`config.mk`:
```
export PLATFORM = sky130hd
export DESIGN_NAME = fg_line_scheduler_flat
export DESIGN_NICKNAME = d
export VERILOG_FILES = /design/src/rtl/fg_sched_pkg.sv /design/src/rtl/fg_line_scheduler_if.sv /design/src/rtl/fg_pattern_hflip.sv /design/src/rtl/fg_line_scheduler.sv /design/src/flat_wrapper.sv
export SDC_FILE = /design/constraint.sdc
export NUM_CORES = 1
export LEC_CHECK = 0
export CORE_ASPECT_RATIO = 0.75
export CORE_UTILIZATION = 44
export CTS_CLUSTER_SIZE = 20
export DETAILED_ROUTE_END_ITERATION = 10
export PLACE_DENSITY = 0.87
export SLEW_MARGIN = 10
export SYNTH_ARGS = -nofsm -noshare
export SYNTH_HDL_FRONTEND = slang
export SYNTH_SLANG_ARGS = --single-unit
```
`constraint.sdc`:
```
create_clock -name clk -period 3.1 [get_ports clk]
set_input_delay 0.62 -clock clk [delete_from_list [all_inputs] [get_ports clk]]
set_output_delay 0.62 -clock clk [all_outputs]
set_load 0.01 [all_outputs]
```
`src/rtl/fg_sched_pkg.sv`:
```
// Shared constants for the foreground line scheduler: FSM encoding, OBM field
// offsets, attribute bit positions and pattern geometry.
package fg_sched_pkg;

    localparam logic [3:0] ST_IDLE  = 4'd0;
    localparam logic [3:0] ST_YP    = 4'd1;
    localparam logic [3:0] ST_CHK   = 4'd2;
    localparam logic [3:0] ST_XP    = 4'd3;
    localparam logic [3:0] ST_ATTR  = 4'd4;
    localparam logic [3:0] ST_COLOR = 4'd5;
    localparam logic [3:0] ST_PAT0  = 4'd6;
    localparam logic [3:0] ST_PAT1  = 4'd7;
    localparam logic [3:0] ST_WRITE = 4'd8;
    localparam logic [3:0] ST_DONE  = 4'd9;

    typedef logic [3:0] fg_state_t;

    localparam logic [1:0] OBM_XP    = 2'd0;
    localparam logic [1:0] OBM_YP    = 2'd1;
    localparam logic [1:0] OBM_ATTR  = 2'd2;
    localparam logic [1:0] OBM_COLOR = 2'd3;

    localparam int ATTR_HFLIP    = 6;
    localparam int ATTR_VFLIP    = 5;
    localparam int ATTR_PMFA_MSB = 4;

    localparam int PATTERN_ROW_W = 16;
    localparam int OBJ_HEIGHT    = 8;

endpackage

```
`src/rtl/fg_line_scheduler_if.sv`:
```
// Memory read ports and sprite-slot write port of the foreground line scheduler.
interface fg_line_scheduler_if #(
    parameter int SLOT_W = 3
);
    // obm_re/pmf_re qualify their address for one cycle; the matching data is
    // returned on the following cycle. slot_we is a single-cycle write with no
    // back-pressure: the slot table must accept it in that cycle.
    logic              obm_re;
    logic [7:0]        obm_addr;
    logic [7:0]        obm_data;
    logic              pmf_re;
    logic [8:0]        pmf_addr;
    logic [7:0]        pmf_data;
    logic              slot_we;
    logic [SLOT_W-1:0] slot_idx;
    logic [7:0]        slot_xp;
    logic [2:0]        slot_color;
    logic              slot_hflip;
    logic [15:0]       slot_pattern;

    modport master (
        output obm_re, obm_addr, input obm_data,
        output pmf_re, pmf_addr, input pmf_data,
        output slot_we, slot_idx, slot_xp, slot_color, slot_hflip, slot_pattern
    );

    modport slave (
        input  obm_re, obm_addr, output obm_data,
        input  pmf_re, pmf_addr, output pmf_data,
        input  slot_we, slot_idx, slot_xp, slot_color, slot_hflip, slot_pattern
    );
endinterface

```
`src/rtl/fg_pattern_hflip.sv`:
```
// Mirrors a 16-bit pattern row by reversing its eight 2-bit pixels.
// Only compiled when FG_HFLIP_EN is defined.
`ifdef FG_HFLIP_EN
module fg_pattern_hflip
    import fg_sched_pkg::*;
(
    input  logic [PATTERN_ROW_W-1:0] i_pattern,
    output logic [PATTERN_ROW_W-1:0] o_pattern
);
    for (genvar g = 0; g < PATTERN_ROW_W / 2; g++) begin : g_pix
        assign o_pattern[2*g +: 2] = i_pattern[PATTERN_ROW_W-2-2*g +: 2];
    end
endmodule
`endif

```
`src/rtl/fg_line_scheduler.sv`:
```
// Per-scanline foreground object evaluator: scans OBM, fetches pattern rows of
// hits from PMF and fills the sprite-slot table. FG_HFLIP_EN flips rows here.
module fg_line_scheduler
    import fg_sched_pkg::*;
#(
    parameter int NUM_OBJECTS      = 64,
    parameter int MAX_OBJ_PER_LINE = 8,
    parameter int SLOT_W           = 3
) (
    input  logic              clk,
    input  logic              rst,
    input  logic              start,
    input  logic [7:0]        next_y,
    output logic              busy,
    output logic              done,
    output logic [SLOT_W:0]   slot_count,
    output logic              overflow,
    output logic [3:0]        o_dbg_state,
    fg_line_scheduler_if.master bus
);
    localparam logic [SLOT_W:0] MAX_CNT  = (SLOT_W+1)'(MAX_OBJ_PER_LINE);
    localparam logic [5:0]      LAST_OBJ = 6'(NUM_OBJECTS - 1);

    fg_state_t       r_state;
    logic [7:0]      r_y;
    logic [5:0]      r_obj;
    logic [2:0]      r_row;
    logic [7:0]      r_xp;
    logic            r_hflip;
    logic [4:0]      r_pmfa;
    logic [2:0]      r_color;
    logic [7:0]      r_pat0;
    logic [7:0]      r_pat1;
    logic [SLOT_W:0] r_count;
    logic            r_ovf;

    logic [7:0]  w_d;
    logic        w_hit;
    logic        w_full;
    logic        w_last;
    logic [15:0] w_pattern;
    logic        w_hflip_out;

    // Unsigned wrap of next_y - yp makes yp near 255 cover the top lines.
    assign w_d    = r_y - bus.obm_data;
    assign w_hit  = (w_d < 8'(OBJ_HEIGHT));
    assign w_full = (r_count == MAX_CNT);
    assign w_last = (r_obj == LAST_OBJ);

`ifdef FG_HFLIP_EN
    logic [15:0] w_flipped;

    fg_pattern_hflip u_hflip (
        .i_pattern (({r_pat0, r_pat1})),
        .o_pattern (w_flipped)
    );

    assign w_pattern   = r_hflip ? w_flipped : {r_pat0, r_pat1};
    assign w_hflip_out = 1'b0;
`else
    assign w_pattern   = {r_pat0, r_pat1};
    assign w_hflip_out = r_hflip;
`endif

    always_ff @(posedge clk) begin
        if (!rst) begin
            r_state <= ST_IDLE;
            r_y     <= '0;
            r_obj   <= '0;
            r_row   <= '0;
            r_xp    <= '0;
            r_hflip <= 1'b0;
            r_pmfa  <= '0;
            r_color <= '0;
            r_pat0  <= '0;
            r_pat1  <= '0;
            r_count <= '0;
            r_ovf   <= 1'b0;
        end else begin
            case (r_state)
                ST_IDLE: if (start) begin
                    r_count <= '0;
                    r_ovf   <= 1'b0;
                    r_y     <= next_y;
                    r_obj   <= '0;
                    r_state <= ST_YP;
                end
                ST_YP: r_state <= ST_CHK;
                ST_CHK: begin
                    if (!w_hit) begin
                        r_obj   <= w_last ? r_obj : r_obj + 6'd1;
                        r_state <= w_last ? ST_DONE : ST_YP;
                    end else if (w_full) begin
                        r_ovf   <= 1'b1;
                        r_state <= ST_DONE;
                    end else begin
                        r_row   <= w_d[2:0];
                        r_state <= ST_XP;
                    end
                end
                ST_XP: begin
                    r_xp    <= bus.obm_data;
                    r_state <= ST_ATTR;
                end
                ST_ATTR: begin
                    r_hflip <= bus.obm_data[ATTR_HFLIP];
                    r_pmfa  <= bus.obm_data[ATTR_PMFA_MSB:0];
                    r_row   <= r_row ^ {3{bus.obm_data[ATTR_VFLIP]}};
                    r_state <= ST_COLOR;
                end
                ST_COLOR: begin
                    r_color <= bus.obm_data[2:0];
                    r_state <= ST_PAT0;
                end
                ST_PAT0: begin
                    r_pat0  <= bus.pmf_data;
                    r_state <= ST_PAT1;
                end
                ST_PAT1: begin
                    r_pat1  <= bus.pmf_data;
                    r_state <= ST_WRITE;
                end
                ST_WRITE: begin
                    r_count <= r_count + (SLOT_W+1)'(1);
                    r_obj   <= w_last ? r_obj : r_obj + 6'd1;
                    r_state <= w_last ? ST_DONE : ST_YP;
                end
                ST_DONE: r_state <= ST_IDLE;
                default: r_state <= ST_IDLE;
            endcase
        end
    end

    always_comb begin
        bus.obm_re       = 1'b0;
        bus.obm_addr     = '0;
        bus.pmf_re       = 1'b0;
        bus.pmf_addr     = '0;
        bus.slot_we      = 1'b0;
        bus.slot_idx     = '0;
        bus.slot_xp      = '0;
        bus.slot_color   = '0;
        bus.slot_hflip   = 1'b0;
        bus.slot_pattern = '0;
        case (r_state)
            ST_YP: begin
                bus.obm_re   = 1'b1;
                bus.obm_addr = {r_obj, OBM_YP};
            end
            ST_CHK: if (w_hit && !w_full) begin
                bus.obm_re   = 1'b1;
                bus.obm_addr = {r_obj, OBM_XP};
            end
            ST_XP: begin
                bus.obm_re   = 1'b1;
                bus.obm_addr = {r_obj, OBM_ATTR};
            end
            ST_ATTR: begin
                bus.obm_re   = 1'b1;
                bus.obm_addr = {r_obj, OBM_COLOR};
            end
            ST_COLOR: begin
                bus.pmf_re   = 1'b1;
                bus.pmf_addr = {r_pmfa, r_row, 1'b0};
            end
            ST_PAT0: begin
                bus.pmf_re   = 1'b1;
                bus.pmf_addr = {r_pmfa, r_row, 1'b1};
            end
            ST_WRITE: begin
                bus.slot_we      = 1'b1;
                bus.slot_idx     = r_count[SLOT_W-1:0];
                bus.slot_xp      = r_xp;
                bus.slot_color   = r_color;
                bus.slot_hflip   = w_hflip_out;
                bus.slot_pattern = w_pattern;
            end
            default: ;
        endcase
    end

    assign busy        = (r_state != ST_IDLE);
    assign done        = (r_state == ST_DONE);
    assign slot_count  = r_count;
    assign overflow    = r_ovf;
    assign o_dbg_state = r_state;

endmodule

```
`src/flat_wrapper.sv`:
```
// flat-port wrapper written by rule: the top's interface ports become plain ports
module fg_line_scheduler_flat import fg_sched_pkg::*;
#(
    parameter int NUM_OBJECTS      = 64,
    parameter int MAX_OBJ_PER_LINE = 8,
    parameter int SLOT_W           = 3
)
  (clk, rst, start, next_y, busy, done, slot_count, overflow, o_dbg_state, bus_obm_re, bus_obm_addr, bus_obm_data, bus_pmf_re, bus_pmf_addr, bus_pmf_data, bus_slot_we, bus_slot_idx, bus_slot_xp, bus_slot_color, bus_slot_hflip, bus_slot_pattern);
  fg_line_scheduler_if #(.SLOT_W(SLOT_W)) bus_i ();
  input  logic clk;
  input  logic rst;
  input  logic start;
  input  logic [7:0] next_y;
  output logic busy;
  output logic done;
  output logic [SLOT_W:0] slot_count;
  output logic overflow;
  output logic [3:0] o_dbg_state;
  output wire logic [$bits(bus_i.obm_re)-1:0] bus_obm_re;
  output wire logic [$bits(bus_i.obm_addr)-1:0] bus_obm_addr;
  input wire logic [$bits(bus_i.obm_data)-1:0] bus_obm_data;
  output wire logic [$bits(bus_i.pmf_re)-1:0] bus_pmf_re;
  output wire logic [$bits(bus_i.pmf_addr)-1:0] bus_pmf_addr;
  input wire logic [$bits(bus_i.pmf_data)-1:0] bus_pmf_data;
  output wire logic [$bits(bus_i.slot_we)-1:0] bus_slot_we;
  output wire logic [$bits(bus_i.slot_idx)-1:0] bus_slot_idx;
  output wire logic [$bits(bus_i.slot_xp)-1:0] bus_slot_xp;
  output wire logic [$bits(bus_i.slot_color)-1:0] bus_slot_color;
  output wire logic [$bits(bus_i.slot_hflip)-1:0] bus_slot_hflip;
  output wire logic [$bits(bus_i.slot_pattern)-1:0] bus_slot_pattern;
  assign bus_obm_re = bus_i.obm_re;
  assign bus_obm_addr = bus_i.obm_addr;
  assign bus_i.obm_data = bus_obm_data;
  assign bus_pmf_re = bus_i.pmf_re;
  assign bus_pmf_addr = bus_i.pmf_addr;
  assign bus_i.pmf_data = bus_pmf_data;
  assign bus_slot_we = bus_i.slot_we;
  assign bus_slot_idx = bus_i.slot_idx;
  assign bus_slot_xp = bus_i.slot_xp;
  assign bus_slot_color = bus_i.slot_color;
  assign bus_slot_hflip = bus_i.slot_hflip;
  assign bus_slot_pattern = bus_i.slot_pattern;
  fg_line_scheduler #(.NUM_OBJECTS(NUM_OBJECTS), .MAX_OBJ_PER_LINE(MAX_OBJ_PER_LINE), .SLOT_W(SLOT_W)) u_core (.clk(clk), .rst(rst), .start(start), .next_y(next_y), .busy(busy), .done(done), .slot_count(slot_count), .overflow(overflow), .o_dbg_state(o_dbg_state), .bus(bus_i));
endmodule
```
### Yosys cells after proc, flatten, opt, wreduce, memory -nomap -nowiden

Cells that the tools add are included.

| operators by class | value |
|---|---|
| $add $sub $neg | 3 |
| $lt $le $gt $ge | 1 |
| eq/ne operators | 16 |
| muxes and demuxes | 30 |
| bitwise gates (word level) | 1 |
| reductions and logical operators | 15 |

Operators with widths:

| operator | count |
|---|---|
| one-hot mux 4 bit (9 select lines) | 1 |
| one-hot mux 8 bit (4 select lines) | 1 |
| 2-to-1 mux 4 bit | 5 |
| 2-to-1 mux 6 bit | 3 |
| one-hot mux 6 bit (3 select lines) | 1 |
| one-hot mux 9 bit (2 select lines) | 1 |
| equality test 4 x 3 -> 1 bit, second input constant | 4 |
| 2-to-1 mux 16 bit | 1 |
| 2-to-1 mux 8 bit | 2 |
| equality test 4 bit, second input constant | 3 |
| 2-to-1 mux 3 bit | 4 |
| equality test 4 x 2 -> 1 bit, second input constant | 2 |
| < comparator 8 x 4 -> 1 bit, second input constant | 1 |
| one-hot mux 4 bit (2 select lines) | 1 |
| subtractor 8 bit | 1 |
| 2-to-1 mux 1 bit | 7 |
| adder 6 x 1 -> 6 bit, second input constant | 1 |
| equality test 6 bit, second input constant | 1 |
| inequality test 2 bit, second input constant | 3 |
| one-hot mux 3 bit (2 select lines) | 1 |
| AND reduction 3 bit | 2 |
| nonzero test 2 bit | 3 |
| adder 4 x 1 -> 4 bit, second input constant | 1 |
| equality test 4 x 1 -> 1 bit, second input constant | 1 |
| 12 further kinds | 15 |

| storage, ports and cells | value |
|---|---|
| bits in registers | 59 |
| input port bits | 27 |
| output and inout bits | 62 |
| logic and storage cells | 78 |

### Longest topological paths before layout

Gate-level depths: netlist of run 1.

| depth | value |
|---|---|
| word-level depth | 5 |
| gate-level depth with buffers | 11 |
| mapped depth without buffers | 11 |

### Least setup slack after synthesis of run 1

OpenSTA, ideal clock, no wires.

| timing path | value |
|---|---|
| path type | input to output |
| from | input bus_obm_data[0] |
| to | output bus_obm_addr[2] |
| arrival time | 2.633 ns |
| data required time | 2.480 ns |
| slack | -0.153 ns |
| stages | 10 |
| buffers on the path | 0 |
| cells stage by stage | ha_1 > inv_1 > fa_1 > a21o_1 > a21oi_1 > mux2i_1 > o2111ai_4 > nand3b_4 > a21oi_4 > and2_1 |

| between the ends | value |
|---|---|
| word-level cells in the longest chain between the ends | 5 |

Ends and longest elaborated chain:

| what | RTL line | RTL |
|---|---|---|
| start: declaration | flat_wrapper.sv:21 | `input wire logic [$bits(bus_i.obm_data)-1:0] bus_obm_data;` |
| subtractor 8 bit | fg_line_scheduler.sv:45 | `assign w_d = r_y - bus.obm_data;` |
| < comparator 8 x 4 -> 1 bit | fg_line_scheduler.sv:46 | `assign w_hit = (w_d < 8'(OBJ_HEIGHT));` |
| logical AND 1 bit | fg_line_scheduler.sv:150 | `ST_CHK: if (w_hit && !w_full) begin` |
| 2-to-1 mux 8 bit | fg_line_scheduler.sv:150 |  |
| one-hot mux 8 bit (4 select lines) | fg_line_scheduler.sv:145 | `case (r_state)` |
| end: declaration | flat_wrapper.sv:20 | `output wire logic [$bits(bus_i.obm_addr)-1:0] bus_obm_addr;` |

No other way between the ends.

### Worst setup path in the final report of run 1

| timing path | value |
|---|---|
| from | input bus_obm_data[0] |
| to | output bus_obm_addr[3] |

Same word-level chain as after synthesis.

==> results of run 1 <==
==> critical path, cell delays in order <==
cell and delay [ps]:
buf_6 100, ha_4 140, inv_2 30, fa_2 320, a21o_1 200, a21oi_2 140, mux2i_2 290, o2111ai_4 160
nand3b_4 200, a21oi_4 230, buf_6 140, buf_6 80, and2_4 120, buf_6 90
==> layout by cell type (no fill, tap or decap), types with 7 or more instances in the layout <==
cell type and count:
inv_2 7, clkbuf_8 11, nor2_1 11, a21boi_0 38, and3_1 8, inv_1 10
clkdlybuf4s50_1 74, buf_6 13, dfxtp_1 56, nand3_1 10, nand2_1 91, and2_1 34
buf_4 29, a21oi_1 8, nor2b_1 16, o21ai_0 7
==> path summary, 6_finish.rpt <==
kind | from | endpoint | slack (ps)
max | bus_obm_data[0] | bus_obm_addr[3] | -390
min | u_core.r_pat0[7] | u_core.r_pat0[7] | 460
max reg2reg | u_core.r_y[0] | u_core.r_row[0] | 590
min reg2reg | u_core.r_pat0[7] | u_core.r_pat0[7] | 460
==> synth_stat cells, types with 2 or more instances <==
master,count
or3_1,4
nor2b_1,16
nor3b_1,2
dfxtp_1,59
inv_1,17
a21boi_0,38
nor4b_2,2
a21oi_1,12
nand3b_1,2
nor2_1,12
and2_1,40
xor2_1,3
nand2_1,91
o22ai_1,4
clkbuf_1,15
o21ai_0,9
ha_1,10
nand2b_1,4
nand3_1,10
and3_1,8
nor3_1,6
mux2i_1,7
o21a_1,4
xnor2_1,5
==> metal layers <==
layer | GRT usage (%) | vias to the layer above | share of wire (%)
met5 | 0 | - | 0
met4 | 10.3 | 0 | 2.4
met3 | 5.87 | 23 | 5.8
met2 | 42.7 | 104 | 49
met1 | 32.1 | 1528 | 43
li1 | - | 1560 | -
==> report_power, final <==
part / internal [mW] / switching, mW
Clock: 0.495 / 0.308
Combinational: 0.176 / 0.163
Sequential: 0.776 / 0.0245
==> through the flow <==
step	instance area, um^2	util, %	power [mW]	setup slack, ps	TNS, ps
finish	4800	69.3	1.94	-390	-2170
global route	4800	69.2	2.02	-485	-2800
CTS	4770	68.8	1.94	-363	-1950
detailed placement	4400	63.5	1.10	-1280	-11830
global placement	4400	63.5	1.09	-1130	-9200
floorplan	3250	-	0.976	-62.9	-377
==> flip-flops by register name, summed over array words and instances, names as in the netlist <==
register            flops
u_core.o_dbg_state      4
u_core.overflow         1
u_core.r_color          3
u_core.r_hflip          1
u_core.r_obj            6
u_core.r_pat0           8
u_core.r_pat1           8
u_core.r_pmfa           5
u_core.r_row            3
u_core.r_xp             8
u_core.r_y              8
u_core.slot_count       4
==> cell type report <==
class                   count  share of cell area [%]
diodes                      1                  0.0521
clock buffers              12                    3.23
clock inverters             4                    1.51
inverters                  18                    1.41
multi-input cells         305                    42.5
flip-flops and latches     59                    24.7
well taps                  98                    2.55
repair buffers            122                    24.0
==> kinds of logic (layout without fill, tap and decap cells) <==
| logic type | count (synthesis) | count (layout) | share of synthesized area, % |
|---|---|---|---|
| compound gates | 78 | 78 | 18.5 |
| fa+ha+maj | 11 | 11 | 4.52 |
| other cells | 0 | 1 | 0 |
| mux | 7 | 7 | 2.18 |
| buf+inv | 34 | 156 | 4.01 |
| simple gates | 201 | 201 | 31.9 |
| xor+xnor | 8 | 8 | 2.18 |
| flops | 59 | 59 | 36.8 |
==> repair_timing <==
item                                    4_1_cts  5_1_grt
resized for setup                            74        5
endpoints found under the setup margin        7       21
setup buffers                                 5        2
pin swaps                                     8        0
==> impl_metrics.json, run 1 <==
{
  "p_per_area_mw_per_mm2": 405,
  "ir_worst_vdd_uv": 256,
  "synth_fp_nets": 436,
  "cts_tree": "built",
  "synth_edf_count": 0,
  "grt_pass1_wl_mm": 15.5,
  "grt_use_total_pct": 25.7,
  "maxCapViolations": 0,
  "cts_sinks": 59,
  "synth.distinct_cells": 42,
  "critPathArrivalTime_ps": 2870,
  "crit_type": "input pin to output port",
  "ff_latch_area_mm2": 0.00118,
  "yosys.area.top_type": "dfxtp_1",
  "cts.path.max_buffers": 2,
  "pin_count": 89,
  "syn_inst": 398,
  "status": "finished, violations left",
  "ctsHoldBuffers": 0,
  "yosys.area.top_type_share_pct": 36.8,
  "period_needed_ps": 3490,
  "placedCellCount": 595,
  "synth_top_flop_cell": "dfxtp_1",
  "ys_warn_count": 0,
  "path_clk_slew_ps": 60,
  "route.detailed.drc": 0,
  "multi_input_area_mm2": 0.00204,
  "holdWs_ps": 458,
  "crit_path_end_kind": "output port",
  "cts.htree.levels": 3,
  "rr_worst_depth": 12,
  "leakage_nw": 1.81,
  "wirelength_mm": 9.14,
  "violations": "negative setup slack",
  "relSlewSlack_pct": 54.8,
  "avgSynthCellArea_um2": 8.07,
  "viasPerCell": 5.19,
  "cts_root_buf": "clkbuf_8",
  "yosys-top-cells-area": "dfxtp_1, nand2_1, a21boi_0",
  "grt-ovfl-total": 0,
  "layout-drive-gt1-share_pct": 18.8,
  "hold-path-cell-count": 2,
  "grt_pass1_vias": 3214,
  "core_mm2": 0.00693,
  "finalSetupViolations": 7,
  "skew_ps": 9.28,
  "required_ps": 2480,
  "cts_buffers": 9,
  "antenna_found_initial": 1,
  "ys_seq_area_share_pct": 36.8,
  "hold_class": "flip-flop to flip-flop",
  "hold_viol_final": 0,
  "rsz0062_at_grt": "true",
  "die_y_um": 76.0,
  "critical_path_peak_fanout": 4,
  "port_buffers": 88,
  "vias": 3215,
  "final_net_count": 553,
  "gp_congestion": 0.831,
  "die_w_um": 101,
  "grt_max_degree": 43,
  "timing.final.ws_setup_ps": -390,
  "ys_ff_latch": 59,
  "ant_nets": 0,
  "final_cells": 619,
  "firstDrtPassIters": 4,
  "drv_slew": 0,
  "drtIter0Drc": 138,
  "min_period_over_period_pct": 113,
  "dpl.hpwl_mm": 6.46,
  "num_rows": 26,
  "clk_latency_ps": 340,
  "area_growth_pct": 49.4,
  "fill_cells": 554,
  "start_kind": "input pin",
  "synth_async_sr_flop_share_pct": 0,
  "dieArea_mm2": 0.00765,
  "syn-cell-area_mm2": 0.00321,
  "wl_per_cell_um": 14.8,
  "start_util_pct": 46.4,
  "max_freq_ghz": 0.287,
  "worst_pin_slew_ps": 675
}
No activity file was read; power rests on OpenSTA's default activity.
==> run 2, diff against run 1 <==
--- a/config.mk
+++ b/config.mk
@@ -13,4 +13,5 @@
 export SLEW_MARGIN = 10
 export SYNTH_ARGS = -nofsm -noshare
 export SYNTH_HDL_FRONTEND = slang
+export SYNTH_HIERARCHICAL = 1
 export SYNTH_SLANG_ARGS = --single-unit
==> impl_metrics.json, run 2 <==
{
  "pwr-share-comb_pct": 19.2,
  "yosys.area.top_type_share_pct": 36.6,
  "start_util_pct": 46.4,
  "wl_per_cell_um": 15.5,
  "crit_type": "flip-flop to output port",
  "final_net_count": 572,
  "p_int_mw": 1.34,
  "dieArea_mm2": 0.00769,
  "cts_buffers": 9,
  "synth_edf_count": 0,
  "ctsHoldBuffers": 0,
  "antenna_found_initial": 0,
  "final_area_mm2": 0.00486,
  "max_freq_ghz": 0.298,
  "synth_async_sr_flop_share_pct": 0,
  "syn-cell-area_mm2": 0.00323,
  "ys_seq_area_share_pct": 36.6,
  "dpl.hpwl_mm": 6.79,
  "relSlewSlack_pct": 57.4,
  "gp_congestion": 0.913,
  "critical_path_peak_fanout": 5,
  "cts.path.max_buffers": 2,
  "skew_ps": 7.56,
  "cts_sinks": 59,
  "worst_pin_slew_ps": 637,
  "hold_class": "flip-flop to flip-flop",
  "grt_pass1_vias": 3408,
  "route.detailed.drc": 0,
  "die_y_um": 76.2,
  "ys_ff_latch": 59,
  "required_ps": 2480,
  "vias": 3391,
  "wirelength_mm": 9.86,
  "seq_power_share_pct": 42.6,
  "leakage_nw": 1.83,
  "final_cell_mix": "nand2_1, clkdlybuf4s50_1, dfxtp_1",
  "cts_tree": "built",
  "grt_pass1_wl_mm": 16.4,
  "cts.htree.levels": 3,
  "p_per_area_mw_per_mm2": 381,
  "core_mm2": 0.00696,
  "min_period_over_period_pct": 108,
  "viasPerCell": 5.32,
  "swShare_pct": 27.6,
  "die_w_um": 101,
  "synth_top_flop_cell": "dfxtp_1",
  "synth_fp_nets": 447,
  "power.total_mw": 1.85,
  "pin_count": 89,
  "fill_cells": 549,
  "p_clk_share_pct": 38.2,
  "grt_max_degree": 57,
  "placed_cell_area_mm2": 0.00446,
  "area_growth_pct": 50.4,
  "grt_use_total_pct": 27.2,
  "path_clk_slew_ps": 70,
  "yosys.area.top_type": "dfxtp_1",
  "ir_worst_vdd_uv": 250,
  "clk_latency_ps": 350,
  "violations": "negative setup slack",
  "critPathArrivalTime_ps": 2730,
  "syn_inst": 409,
  "final_common_cell": "nand2_1",
  "crit_path_end_kind": "output port",
  "period_needed_ps": 3350,
  "maxCapViolations": 0,
  "start_kind": "flip-flop",
  "synth.distinct_cells": 51,
  "grt-ovfl-total": 0,
  "cts_root_buf": "clkbuf_8",
  "ys_warn_count": 6,
  "ant_nets": 0,
  "yosys-top-cells-area": "dfxtp_1, nand2_1, a21boi_0",
  "drv_slew": 0,
  "layout-drive-gt1-share_pct": 20.0,
  "hold_viol_final": 0,
  "rsz0062_at_grt": "true",
  "num_rows": 26,
  "antenna_cells": 0,
  "timing.final.ws_setup_ps": -252,
  "firstDrtPassIters": 5,
  "finalSetupViolations": 7,
  "synth.top_cells.by_count": "nand2_1, dfxtp_1, a21boi_0",
  "status": "finished, violations left",
  "avgSynthCellArea_um2": 7.90,
  "switching_power_mw": 0.510,
  "drtIter0Drc": 304,
  "yosysMostFrequentCell": "nand2_1",
  "port_buffers": 88
}
run 2: cell types whose count changed after synthesis, moves of 4 or more:
cell      previous run  this run
o22ai_1              4         0
a21boi_0            38        42
nand3_1             10        15
nor2_1              12        21
and3_1               8         4
a21oi_1             12         8
and2_1              40        36
run 2: per-layer routing:
metal | up-vias | track usage, % | part of all wire, %
met5 | - | 0 | 0
met4 | 0 | 10.0 | 1.9
met3 | 23 | 7.43 | 6.8
met2 | 146 | 44.9 | 47
met1 | 1601 | 33.9 | 44
li1 | 1621 | - | -
run 2: worst paths after layout:
kind | startpoint | to | slack [ps] | depth (start not counted)
setup reg to reg | u_core/r_y[0] | u_core/r_obj[4] | 570 | 13
hold / removal | u_core/overflow | u_core/overflow | 460 | 2
hold reg to reg | u_core/overflow | u_core/overflow | 460 | 2
setup / recovery | u_core/r_y[0] | bus_obm_addr[7] | -250 | 13
run 2: kinds of logic (layout without fill, tap and decap cells):
logic type                 Yosys count  count (layout)  share of synthesized area [%]
AOI/OAI and AO/OA                   78              78                           17.8
xor gates and xnor gates             9               9                           2.67
adders and majority gates           11              11                           4.49
buffers and inverters               31             161                           3.68
DFF                                 59              59                           36.6
muxes                                6               6                           1.86
and+or+nand+nor                    215             215                           32.9
run 2: stage by stage:
| step | TNS, ps | cells | util, % | setup slack [ps] | hold WS (ps) |
|---|---|---|---|---|---|
| 6_report | -1170 | 637 | 69.8 | -252 | 457 |
| 3_3_place_gp | -7100 | 615 | 64.0 | -974 | 438 |
| 5_1_grt | -1700 | 637 | 69.8 | -325 | 487 |
| 3_5_place_dp | -8680 | 615 | 64.0 | -1090 | 452 |
| 2_1_floorplan | 0 | 409 | - | 28.8 | 439 |
| 4_1_cts | -1070 | 637 | 69.3 | -247 | 459 |
run 2: worst max-delay path, stage by stage (launching register included):
cell	delay, ps
dfxtp_2	330
inv_2	60
ha_4	130
inv_2	40
fa_2	340
nand2b_4	150
mux2i_1	160
a211oi_2	110
or2_4	280
o32ai_4	300
buf_6	160
buf_6	80
and2_4	130
buf_6	100
run 2: cell type report:
cell class              instances  area [um^2]  share of cell area (%)
repair buffers                130         1200                    24.7
multi-input cells             319         2100                    43.2
clock inverters                 5         52.6                    1.08
well taps                      98          123                    2.52
clock buffers                  11          141                    2.91
inverters                      15         58.8                    1.21
flip-flops and latches         59         1180                    24.3
run 2: repair_timing:
action                                  4_1_cts  5_1_grt
gates cloned                                  0        0
gates resized for setup                      82        7
pin swaps                                    20        6
endpoints found under the setup margin        7       14
buffers inserted                              7        0
hold endpoints to repair                      0        0
run 2: power by group through the flow:
stage                     sequential [mW]  clock [mW]  combinational (mW)
after floorplan                     0.799           0               0.152
after CTS                           0.787       0.712               0.334
after detailed placement            0.801           0               0.289
after global placement              0.800           0               0.277
final                               0.788       0.707               0.354
after global routing                0.789       0.747               0.381
==> run 3, diff against run 2 <==
--- a/config.mk
+++ b/config.mk
@@ -5,11 +5,12 @@
 export SDC_FILE = /design/constraint.sdc
 export NUM_CORES = 1
 export LEC_CHECK = 0
+export ABC_CLOCK_PERIOD_IN_PS = 3900
 export CORE_ASPECT_RATIO = 0.75
-export CORE_UTILIZATION = 44
+export CORE_UTILIZATION = 52
 export CTS_CLUSTER_SIZE = 20
 export DETAILED_ROUTE_END_ITERATION = 10
-export PLACE_DENSITY = 0.87
+export PLACE_DENSITY = 0.95
 export SLEW_MARGIN = 10
 export SYNTH_ARGS = -nofsm -noshare
 export SYNTH_HDL_FRONTEND = slang
==> constraint.sdc (replaced) <==
create_clock -name clk -period 3.9 [get_ports clk]
set_input_delay 0.78 -clock clk [delete_from_list [all_inputs] [get_ports clk]]
set_output_delay 0.78 -clock clk [all_outputs]
set_load 0.01 [all_outputs]
==> impl_metrics.json, run 3 (synthesized netlist as in run 2, its figures left out) <==
{
  "path_cells": "clkdlybuf4s15_2, inv_1, ha_1, nor2b_4, o2111ai_2, and4_1, o21ai_2, or2_4, o32ai_2, buf_4, and2_1, dlygate4sd2_1",
  "critPathArrivalTime_ps": 3020,
  "cpLargestDelayFamily": "simple AND/OR/NAND/NOR gates",
  "min_period_over_period_pct": 97.5,
  "worst_pin_slew_ps": 1300,
  "area_growth_pct": 44.1,
  "dpl.hpwl_mm": 6.47,
  "firstDrtPassIters": 5,
  "grt_max_degree": 30,
  "num_rows": 24,
  "path_buf_inv": 4,
  "rr_worst_depth": 10,
  "grt_use_total_pct": 30.0,
  "max_freq_ghz": 0.263,
  "ant_nets": 0,
  "die_w_um": 93.0,
  "min_from": "u_core/overflow",
  "drtIter0Drc": 346,
  "power.total_mw": 1.50,
  "rsz0062_at_grt": "false",
  "grt_pass1_wl_mm": 15.2,
  "hold_viol_final": 0,
  "viasPerCell": 5.59,
  "route.detailed.drc": 0,
  "p_per_area_mw_per_mm2": 323,
  "port_buffers": 88,
  "cts.path.max_buffers": 2,
  "dieArea_mm2": 0.00654,
  "skew_ps": 5.00,
  "status": "completed",
  "grt-ovfl-total": 0,
  "finalSetupTns_ps": 0,
  "layout-drive-gt1-share_pct": 14.9,
  "leakage_nw": 1.76,
  "finalSetupViolations": 0,
  "p_clk_share_pct": 42.1,
  "wirelength_mm": 9.47,
  "pin_count": 89,
  "swShare_pct": 25.1,
  "slowest_delay_ps": 300,
  "antenna_cells": 0,
  "ir_worst_vdd_uv": 294,
  "cts_root_buf": "clkbuf_8",
  "relSlewSlack_pct": 12.4,
  "cts_tree": "built",
  "vias": 3372,
  "drv_slew": 0,
  "pwr-share-comb_pct": 15.9,
  "hold-path-cell-count": 2,
  "start_util_pct": 54.6,
  "final_common_cell": "nand2_1",
  "hold_class": "flip-flop to flip-flop",
  "ctsHoldBuffers": 0,
  "gp_congestion": 0.891,
  "switching_power_mw": 0.377,
  "antenna_found_initial": 0,
  "r2r_start": "u_core/r_y[1]",
  "final_cell_mix": "nand2_1, clkdlybuf4s50_1, dfxtp_1",
  "period_needed_ps": 3800,
  "final_net_count": 558,
  "rr_endpoint": "u_core/r_obj[5]",
  "p_int_mw": 1.12,
  "core_mm2": 0.00592,
  "clk_latency_ps": 340,
  "maxCapViolations": 0,
  "critical_path_peak_fanout": 4,
  "required_ps": 3120,
  "wl_per_cell_um": 15.7,
  "path_clk_slew_ps": 70,
  "die_y_um": 70.3,
  "grt_pass1_vias": 3158,
  "cts.htree.levels": 3,
  "cts_sinks": 59,
  "crit_path_top_delay_cell": "ha_1",
  "seq_power_share_pct": 42.1,
  "start_kind": "input pin",
  "rrSetupSlack_ps": 1280,
  "crit_path_end_kind": "output port",
  "min_to": "u_core/overflow",
  "crit_type": "input pin to output port",
  "cts_buffers": 9
}
run 3: cell types whose count changed in the layout (fill, tap and decap cells not counted), sizes merged:
cell,previous run,this run
clkinvlp,1,0
buf,51,33
clkbuf,11,12
bufinv,1,2
clkdlybuf4s50,73,74
dlygate4sd2,4,6
run 3: repair_timing:
action                                 4_1_cts  5_1_grt
pin swaps                                    9        7
endpoints found under the hold margin        0        0
resized for setup                           43        8
setup endpoints to repair                    7        6
setup buffers                                3        1
run 3: tightest hold or removal path: stages (launching register included):
cell and delay [ps]:
dfxtp_1 310, inv_1 50, a21oi_1 50
run 3: worst max-delay path by stage:
| stage | startpoint | endpoint | depth (start not counted) |
|---|---|---|---|
| 2_1_floorplan | bus_obm_data[3] | bus_obm_addr[2] | 9 |
| 3_3_place_gp | bus_obm_data[1] | bus_obm_addr[7] | 12 |
| 3_5_place_dp | bus_obm_data[3] | bus_obm_addr[5] | 12 |
| 4_1_cts | bus_obm_data[1] | bus_obm_addr[6] | 13 |
| 5_1_grt | bus_obm_data[0] | bus_obm_addr[4] | 13 |
| 6_report | bus_obm_data[1] | bus_obm_addr[2] | 12 |
run 3: per-stage QoR:
step	cell area [um^2]	utilization, %	hold WS [ps]	worst slack [ps]	cells
floorplan	3230	-	439	390	409
global placement	4330	73.2	439	-541	583
detailed placement	4330	73.2	451	-627	583
CTS	4660	78.8	459	6.52	602
global route	4650	78.7	482	21.7	603
finish	4650	78.7	454	95.6	603
run 3: layout make-up:
type	count	area, um^2
sequential	59	1180
clock inverter	5	75.1
tap	78	97.6
inverter	15	56.3
timing repair buffer	116	1060
multi-input combinational	319	2040
clock buffer	11	151
fill	399	1260
run 3: power by group through the flow:
stage / Combinational [mW] / Clock (mW) / Sequential [mW]
2_1_floorplan: 0.119 / 0 / 0.635
3_3_place_gp: 0.198 / 0 / 0.641
3_5_place_dp: 0.206 / 0 / 0.642
4_1_cts: 0.226 / 0.639 / 0.631
5_1_grt: 0.255 / 0.671 / 0.632
6_report: 0.238 / 0.632 / 0.632
run 3: layer usage:
| metal | routed length (um) | vias up | global-route usage [%] |
|---|---|---|---|
| met3 | 740 | 39 | 7.41 |
| met2 | 4470 | 217 | 49.5 |
| met1 | 3950 | 1527 | 36.4 |
| li1 | - | 1589 | - |
| met4 | 316 | 0 | 15.0 |
| met5 | 0 | - | 0 |
